===== src/rtl/cache_bank_arbiter_if.sv =====
// Request/response bundle between the cache control/fill logic and the bank arbiter:
// one write requester and four read ports.
interface cache_bank_arbiter_if #(
  parameter int ADR = 4,
  parameter int DAT = 32
);
  logic           wrReq;
  logic [ADR-1:0] wrAddr;
  logic [DAT-1:0] wrData;
  logic           wrAck;
  logic [3:0]     rdReq;
  logic [ADR-1:0] rdAddr_0;
  logic [ADR-1:0] rdAddr_1;
  logic [ADR-1:0] rdAddr_2;
  logic [ADR-1:0] rdAddr_3;
  logic [3:0]     rdAck;
  logic [3:0]     rdValid;
  logic [DAT-1:0] rdData_0;
  logic [DAT-1:0] rdData_1;
  logic [DAT-1:0] rdData_2;
  logic [DAT-1:0] rdData_3;

  modport master (
    output wrReq, wrAddr, wrData, rdReq, rdAddr_0, rdAddr_1, rdAddr_2, rdAddr_3,
    input  wrAck, rdAck, rdValid, rdData_0, rdData_1, rdData_2, rdData_3
  );

  modport slave (
    input  wrReq, wrAddr, wrData, rdReq, rdAddr_0, rdAddr_1, rdAddr_2, rdAddr_3,
    output wrAck, rdAck, rdValid, rdData_0, rdData_1, rdData_2, rdData_3
  );
endinterface


===== src/rtl/cache_bank_arbiter.sv =====
// Single-bank syncRAM sequencer: one RAM command per cycle, a write or a shared read
// serving every pending read port, with a bounded wait so reads cannot starve the writer.
`ifndef CACHE_BANK_ADDRESS_WIDTH
`define CACHE_BANK_ADDRESS_WIDTH 4
`endif
`ifndef DATA_WIDTH
`define DATA_WIDTH 32
`endif

module cache_bank_arbiter #(
  parameter int ADR         = `CACHE_BANK_ADDRESS_WIDTH,
  parameter int DAT         = `DATA_WIDTH,
  parameter int WR_WAIT_MAX = 3
) (
  input  logic               Clk,
  input  logic               Reset,
  cache_bank_arbiter_if.slave bus,
  output logic               ramChipSelect,
  output logic               ramWriteEnable,
  output logic               ramReadEnable,
  output logic [ADR-1:0]     ramWriteAddr,
  output logic [DAT-1:0]     ramDataIn,
  output logic [ADR-1:0]     ramReadAddr_0,
  output logic [ADR-1:0]     ramReadAddr_1,
  output logic [ADR-1:0]     ramReadAddr_2,
  output logic [ADR-1:0]     ramReadAddr_3,
  input  logic [DAT-1:0]     ramDOut_0,
  input  logic [DAT-1:0]     ramDOut_1,
  input  logic [DAT-1:0]     ramDOut_2,
  input  logic [DAT-1:0]     ramDOut_3
);
  localparam int WW = $clog2(WR_WAIT_MAX + 1);

  typedef enum logic [1:0] {IDLE, WRITE, READ} state_t;

  state_t         state_p1, stateNext;
  logic [WW-1:0]  wrWait, wrWaitNext;
  logic [3:0]     grant_p1, grantNext;
  logic [3:0]     vld_p2;
  logic           wPend;
  logic [3:0]     pPend;
  logic [ADR-1:0] rdAddrIn [4];
  logic [ADR-1:0] rdAddr_p1 [4];
  logic [ADR-1:0] wrAddr_p1;
  logic [DAT-1:0] wrData_p1;

  function automatic logic [WW-1:0] satInc(input logic [WW-1:0] v);
    if (v >= WW'(WR_WAIT_MAX)) return WW'(WR_WAIT_MAX);
    return v + WW'(1);
  endfunction

  assign rdAddrIn[0] = bus.rdAddr_0;
  assign rdAddrIn[1] = bus.rdAddr_1;
  assign rdAddrIn[2] = bus.rdAddr_2;
  assign rdAddrIn[3] = bus.rdAddr_3;

  // Decision: requesters still in their ack cycle are masked out of the pending sets
  always_comb begin
    wPend      = bus.wrReq & (state_p1 != WRITE);
    pPend      = bus.rdReq & ~grant_p1;
    stateNext  = IDLE;
    grantNext  = '0;
    wrWaitNext = '0;
    if (wPend && (wrWait == WW'(WR_WAIT_MAX))) begin
      stateNext = WRITE;
    end else if (pPend != 4'b0000) begin
      stateNext = READ;
      grantNext = pPend;
      if (wPend) wrWaitNext = satInc(wrWait);
    end else if (wPend) begin
      stateNext = WRITE;
    end
  end

  // Command stage (p1) and read-data-valid stage (p2)
  always_ff @(posedge Clk) begin
    if (Reset) begin
      state_p1  <= IDLE;
      grant_p1  <= '0;
      vld_p2    <= '0;
      wrWait    <= '0;
      wrAddr_p1 <= '0;
      wrData_p1 <= '0;
      for (int i = 0; i < 4; i++) rdAddr_p1[i] <= '0;
    end else begin
      state_p1 <= stateNext;
      grant_p1 <= grantNext;
      vld_p2   <= grant_p1;
      wrWait   <= wrWaitNext;
      if (stateNext == WRITE) begin
        wrAddr_p1 <= bus.wrAddr;
        wrData_p1 <= bus.wrData;
      end
      for (int i = 0; i < 4; i++) begin
        if (grantNext[i]) rdAddr_p1[i] <= rdAddrIn[i];
      end
    end
  end

  assign ramChipSelect  = (state_p1 != IDLE);
  assign ramWriteEnable = (state_p1 == WRITE);
  assign ramReadEnable  = (state_p1 == READ);
  assign ramWriteAddr   = wrAddr_p1;
  assign ramDataIn      = wrData_p1;
  assign ramReadAddr_0  = rdAddr_p1[0];
  assign ramReadAddr_1  = rdAddr_p1[1];
  assign ramReadAddr_2  = rdAddr_p1[2];
  assign ramReadAddr_3  = rdAddr_p1[3];

  assign bus.wrAck    = (state_p1 == WRITE);
  assign bus.rdAck    = grant_p1;
  assign bus.rdValid  = vld_p2;
  assign bus.rdData_0 = ramDOut_0;
  assign bus.rdData_1 = ramDOut_1;
  assign bus.rdData_2 = ramDOut_2;
  assign bus.rdData_3 = ramDOut_3;
endmodule


===== src/flat_wrapper.sv =====
// flat-port wrapper written by rule: the top's interface ports become plain ports
module cache_bank_arbiter_flat 
#(
  parameter int ADR         = `CACHE_BANK_ADDRESS_WIDTH,
  parameter int DAT         = `DATA_WIDTH,
  parameter int WR_WAIT_MAX = 3
)
  (Clk, Reset, ramChipSelect, ramWriteEnable, ramReadEnable, ramWriteAddr, ramDataIn, ramReadAddr_0, ramReadAddr_1, ramReadAddr_2, ramReadAddr_3, ramDOut_0, ramDOut_1, ramDOut_2, ramDOut_3, bus_wrReq, bus_wrAddr, bus_wrData, bus_rdReq, bus_rdAddr_0, bus_rdAddr_1, bus_rdAddr_2, bus_rdAddr_3, bus_wrAck, bus_rdAck, bus_rdValid, bus_rdData_0, bus_rdData_1, bus_rdData_2, bus_rdData_3);
  cache_bank_arbiter_if #(.ADR(ADR), .DAT(DAT)) bus_i ();
  input  logic Clk;
  input  logic Reset;
  output logic ramChipSelect;
  output logic ramWriteEnable;
  output logic ramReadEnable;
  output logic [ADR-1:0] ramWriteAddr;
  output logic [DAT-1:0] ramDataIn;
  output logic [ADR-1:0] ramReadAddr_0;
  output logic [ADR-1:0] ramReadAddr_1;
  output logic [ADR-1:0] ramReadAddr_2;
  output logic [ADR-1:0] ramReadAddr_3;
  input  logic [DAT-1:0] ramDOut_0;
  input  logic [DAT-1:0] ramDOut_1;
  input  logic [DAT-1:0] ramDOut_2;
  input  logic [DAT-1:0] ramDOut_3;
  input wire logic [$bits(bus_i.wrReq)-1:0] bus_wrReq;
  input wire logic [$bits(bus_i.wrAddr)-1:0] bus_wrAddr;
  input wire logic [$bits(bus_i.wrData)-1:0] bus_wrData;
  input wire logic [$bits(bus_i.rdReq)-1:0] bus_rdReq;
  input wire logic [$bits(bus_i.rdAddr_0)-1:0] bus_rdAddr_0;
  input wire logic [$bits(bus_i.rdAddr_1)-1:0] bus_rdAddr_1;
  input wire logic [$bits(bus_i.rdAddr_2)-1:0] bus_rdAddr_2;
  input wire logic [$bits(bus_i.rdAddr_3)-1:0] bus_rdAddr_3;
  output wire logic [$bits(bus_i.wrAck)-1:0] bus_wrAck;
  output wire logic [$bits(bus_i.rdAck)-1:0] bus_rdAck;
  output wire logic [$bits(bus_i.rdValid)-1:0] bus_rdValid;
  output wire logic [$bits(bus_i.rdData_0)-1:0] bus_rdData_0;
  output wire logic [$bits(bus_i.rdData_1)-1:0] bus_rdData_1;
  output wire logic [$bits(bus_i.rdData_2)-1:0] bus_rdData_2;
  output wire logic [$bits(bus_i.rdData_3)-1:0] bus_rdData_3;
  assign bus_i.wrReq = bus_wrReq;
  assign bus_i.wrAddr = bus_wrAddr;
  assign bus_i.wrData = bus_wrData;
  assign bus_i.rdReq = bus_rdReq;
  assign bus_i.rdAddr_0 = bus_rdAddr_0;
  assign bus_i.rdAddr_1 = bus_rdAddr_1;
  assign bus_i.rdAddr_2 = bus_rdAddr_2;
  assign bus_i.rdAddr_3 = bus_rdAddr_3;
  assign bus_wrAck = bus_i.wrAck;
  assign bus_rdAck = bus_i.rdAck;
  assign bus_rdValid = bus_i.rdValid;
  assign bus_rdData_0 = bus_i.rdData_0;
  assign bus_rdData_1 = bus_i.rdData_1;
  assign bus_rdData_2 = bus_i.rdData_2;
  assign bus_rdData_3 = bus_i.rdData_3;
  cache_bank_arbiter #(.ADR(ADR), .DAT(DAT), .WR_WAIT_MAX(WR_WAIT_MAX)) u_core (.Clk(Clk), .Reset(Reset), .bus(bus_i), .ramChipSelect(ramChipSelect), .ramWriteEnable(ramWriteEnable), .ramReadEnable(ramReadEnable), .ramWriteAddr(ramWriteAddr), .ramDataIn(ramDataIn), .ramReadAddr_0(ramReadAddr_0), .ramReadAddr_1(ramReadAddr_1), .ramReadAddr_2(ramReadAddr_2), .ramReadAddr_3(ramReadAddr_3), .ramDOut_0(ramDOut_0), .ramDOut_1(ramDOut_1), .ramDOut_2(ramDOut_2), .ramDOut_3(ramDOut_3));
endmodule

===== config.mk =====
export PLATFORM = sky130hd
export DESIGN_NAME = cache_bank_arbiter_flat
export DESIGN_NICKNAME = d
export VERILOG_FILES = /design/src/rtl/cache_bank_arbiter_if.sv /design/src/rtl/cache_bank_arbiter.sv /design/src/flat_wrapper.sv
export SDC_FILE = /design/constraint.sdc
export NUM_CORES = 1
export LEC_CHECK = 0
export CORE_AREA = 10 10 139 141
export DETAILED_ROUTE_END_ITERATION = 10
export DIE_AREA = 0 0 149 151
export MAX_ROUTING_LAYER = met4
export PLACE_DENSITY = 0.7
export SYNTH_ARGS = -nofsm -noshare
export SYNTH_HDL_FRONTEND = slang
export SYNTH_SLANG_ARGS = --single-unit
export TNS_END_PERCENT = 10

===== constraint.sdc =====
create_clock -name Clk -period 2.4 [get_ports Clk]
set_clock_uncertainty 0.2 [all_clocks]
set_input_delay 0.6 -clock Clk [delete_from_list [all_inputs] [get_ports Clk]]
set_output_delay 0.6 -clock Clk [all_outputs]
set_load 0.05 [all_outputs]

==> results of run 1 <==
## power by group through the flow
stage / Sequential, mW / Combinational [mW] / Clock [mW]
after global placement: 1.20 / 0.524 / 0
after detailed placement: 1.20 / 0.528 / 0
after CTS: 1.18 / 0.529 / 1.63
after floorplan: 1.35 / 0.702 / 0
after global routing: 1.18 / 0.550 / 1.68
final: 1.17 / 0.519 / 1.56
## routing by layer
layer	vias up	track usage, %	part of all wire (%)
met4	0	6.62	5.8
met2	162	14.9	47
li1	1126	-	-
met1	1106	8.85	35
met3	66	6.21	12
met5	-	-	0
## cell type report
type / count / area [µm²] / area share, %
Clock buffer: 9 / 225 / 5.23
Sequential cell: 64 / 1440 / 33.5
Tap cell: 220 / 275 / 6.39
Timing Repair Buffer: 138 / 1330 / 31.0
Multi-Input combinational cell: 158 / 898 / 20.9
Inverter: 1 / 3.75 / 0.0872
Antenna cell: 1 / 2.50 / 0.0581
Clock inverter: 7 / 125 / 2.91
## registers in the layout (all words and copies together) (netlist names)
register             cells
u_core.bus.rdValid       4
u_core.rdAddr_p1        16
u_core.bus.rdAck         4
u_core.ramDataIn        32
u_core.state_p1          2
u_core.ramWriteAddr      4
u_core.wrWait            2
## stage by stage
stage,area (µm²),setup slack [ns]
finish,4310,0.0647
global route,4310,0.00345
CTS,4300,0.0127
detailed placement,3950,-0.0994
global placement,3950,-0.0814
floorplan,3410,0.303
## timing repair
action                     in CTS  in global routing
setup buffers                   0                  0
gates resized for setup         0                  1
setup endpoints to repair       0                  1
hold buffers                    0                  0
## worst paths after layout
check                                end                 from  slack, ns  cells past startpoint
hold / removal          u_core.wrWait[0]     u_core.wrWait[0]       0.26                      1
setup reg to reg  u_core.rdAddr_p1[1][0]   u_core.state_p1[1]       0.58                      7
setup / recovery            bus_rdAck[2]  u_core.bus.rdAck[2]       0.06                      1
hold reg to reg         u_core.wrWait[0]     u_core.wrWait[0]       0.26                      1
## cells by family after synthesis
group	count (synthesis)
AO/OA/AOI/OAI	79
buffers and inverters	149
flip-flops	64
AND/OR/NAND/NOR	79
## cell usage after synthesis
cell	count	share of area [%]
clkbuf_2	1	0.15
nor2b_1	8	1.5
o21ai_1	4	0.59
buf_6	3	0.99
nand2b_1	4	0.73
buf_2	3	0.44
nand3_1	35	5.1
nor3_1	6	0.88
buf_4	130	29
nor2b_4	1	0.40
o21ai_0	32	4.7
inv_1	1	0.11
nor3b_2	1	0.37
nand3_2	1	0.29
or2_2	1	0.18
dfxtp_1	48	28
o211a_1	1	0.29
nand2_1	2	0.22
o21bai_1	4	0.88
clkbuf_1	11	1.2
and2_1	17	3.1
o41a_2	1	0.37
o41ai_4	1	0.81
or2b_1	1	0.22
edfxtp_1	16	14
nor4_1	2	0.37
a21oi_1	36	5.3
==> metrics.yaml, run 1 <==
outcome: "finished clean"
vias_per_inst: 4.11
die_x_um: 149
critical_path.endpoint_type: "primary output"
final_util_pct: 26.1
type_of_the_setup_path_with_the_least_slack: "reg -> out"
remaining_drc_errors: 0
slew_headroom_pct: 63.1
adder_and_majority_cell_fraction_of_the_synthesized_area_pct: 0
nFillCells: 1753
netSwitchingFraction_pct: 26.4
share_comb_of_total_power_pct: 16.0
cts.root.buffer_cell: "clkbuf_16"
grt_use_total_pct: 9.74
gp_congestion: 0.684
initial_core_util_pct: 20.7
die_y_um: 151
p_leak_nw: 1.56
port_buffers: 122
rsz0062_at_grt: "no"
cp_num_buf_inv: 1
cts.clk_slew.worst_paths_ns: 0.06
slew_at_the_pin_with_the_worst_max_slew_slack_ns: 0.554
via_count: 2460
avgRoutedWirePerCell_um: 18.3
critical-path-max-stage-delay_ns: 0.83
critPathRequiredTime_ns: 1.60
multiplexer_fraction_of_the_synthesized_cell_area_pct: 0
layout_common_cells: "108 x clkdlybuf4s50_1, 48 x dfxtp_1, 36 x a21oi_1, 35 x nand3_1, 32 x o21ai_0"
critical_path.startpoint_type: "flop"
synth_xor_area_share_pct: 0
syn2layout_area_growth_pct: 26.1
report.final.setup_viol: 0
postSynthCellCount: 371
core_area_um2: 16500
internal_power_mw: 2.39
power_switching_mw: 0.860
dp_hpwl_um: 8190
hold_violation_total_from_the_final_report: 0
synth-compound-area-share_pct: 12.9
power.ir.vdd_worst_v: 0.000308
cts.sinks: 64
synthesis.area_um2: 3410
grt_max_degree: 37
cts-htree-levels: 3
clock_tree_from_tritoncts: "yes"
synthesized_area_fraction_occupied_by_and_or_nand_nor_cells_pct: 13.4
power.density_nw_per_um2: 756
hold_slack_ns: 0.264
post_route_cells_drive_above_1_share_pct: 13.8
ant_nets: 0
clock_latency_on_the_worst_skew_pair_ns: 0.34
synth-warning-count: 0
arrival_ns: 1.54
worstHoldPathType: "reg -> reg"
die_area_um2: 22500
via_count_of_the_first_global_routing_pass: 2559
dp.cells: 581
final.period_utilization_pct: 97.3
synth_top_family_by_area: "buffers and inverters"
maxSlewViolCount: 0
yosysUniqueCellTypes: 27
p_clk_share_pct: 47.9
synth.net_count: 558
initialDrtViolationCount: 83
drt_pass1_iterations: 4
pin_count: 379
worst_path_max_delay_cell: "clkdlybuf4s50_1"
cts-buffers-inserted: 9
totalWireLength_um: 11000
fmax_ghz: 0.428
worst-path-max-fanout: 4
total_nets_final: 559
ys_seq_area_share_pct: 42.2
global_route_overflow: 0
path_delay_family: "buffers and inverters"
rows: 47
flip_flop_and_latch_count_after_synthesis: 64
instances_no_fill: 598
clk_path_buf_depth: 2
layout_min_cycle_time_ns: 2.34
report.power.total_mw: 3.25
drv.max_cap_violation_count: 0
mostFrequentLayoutCell: "clkdlybuf4s50_1"
grt_pass1_wl_um: 15700
crit_path_cell_trace: "clkdlybuf4s50_1"
seqPwrFrac_pct: 36.1
post_synth.cell_area_avg_um2: 9.20
setup_total_negative_slack_ns: 0
initial_antenna_violation_count: 1
No activity file was read; power rests on OpenSTA's default activity.
==> inputs of run 2 (changes only) <==
Settings changed: HOLD_SLACK_MARGIN from default to 0.06.
==> results of run 2 <==
Final layout, timing and power as in run 1 (identical DEF).
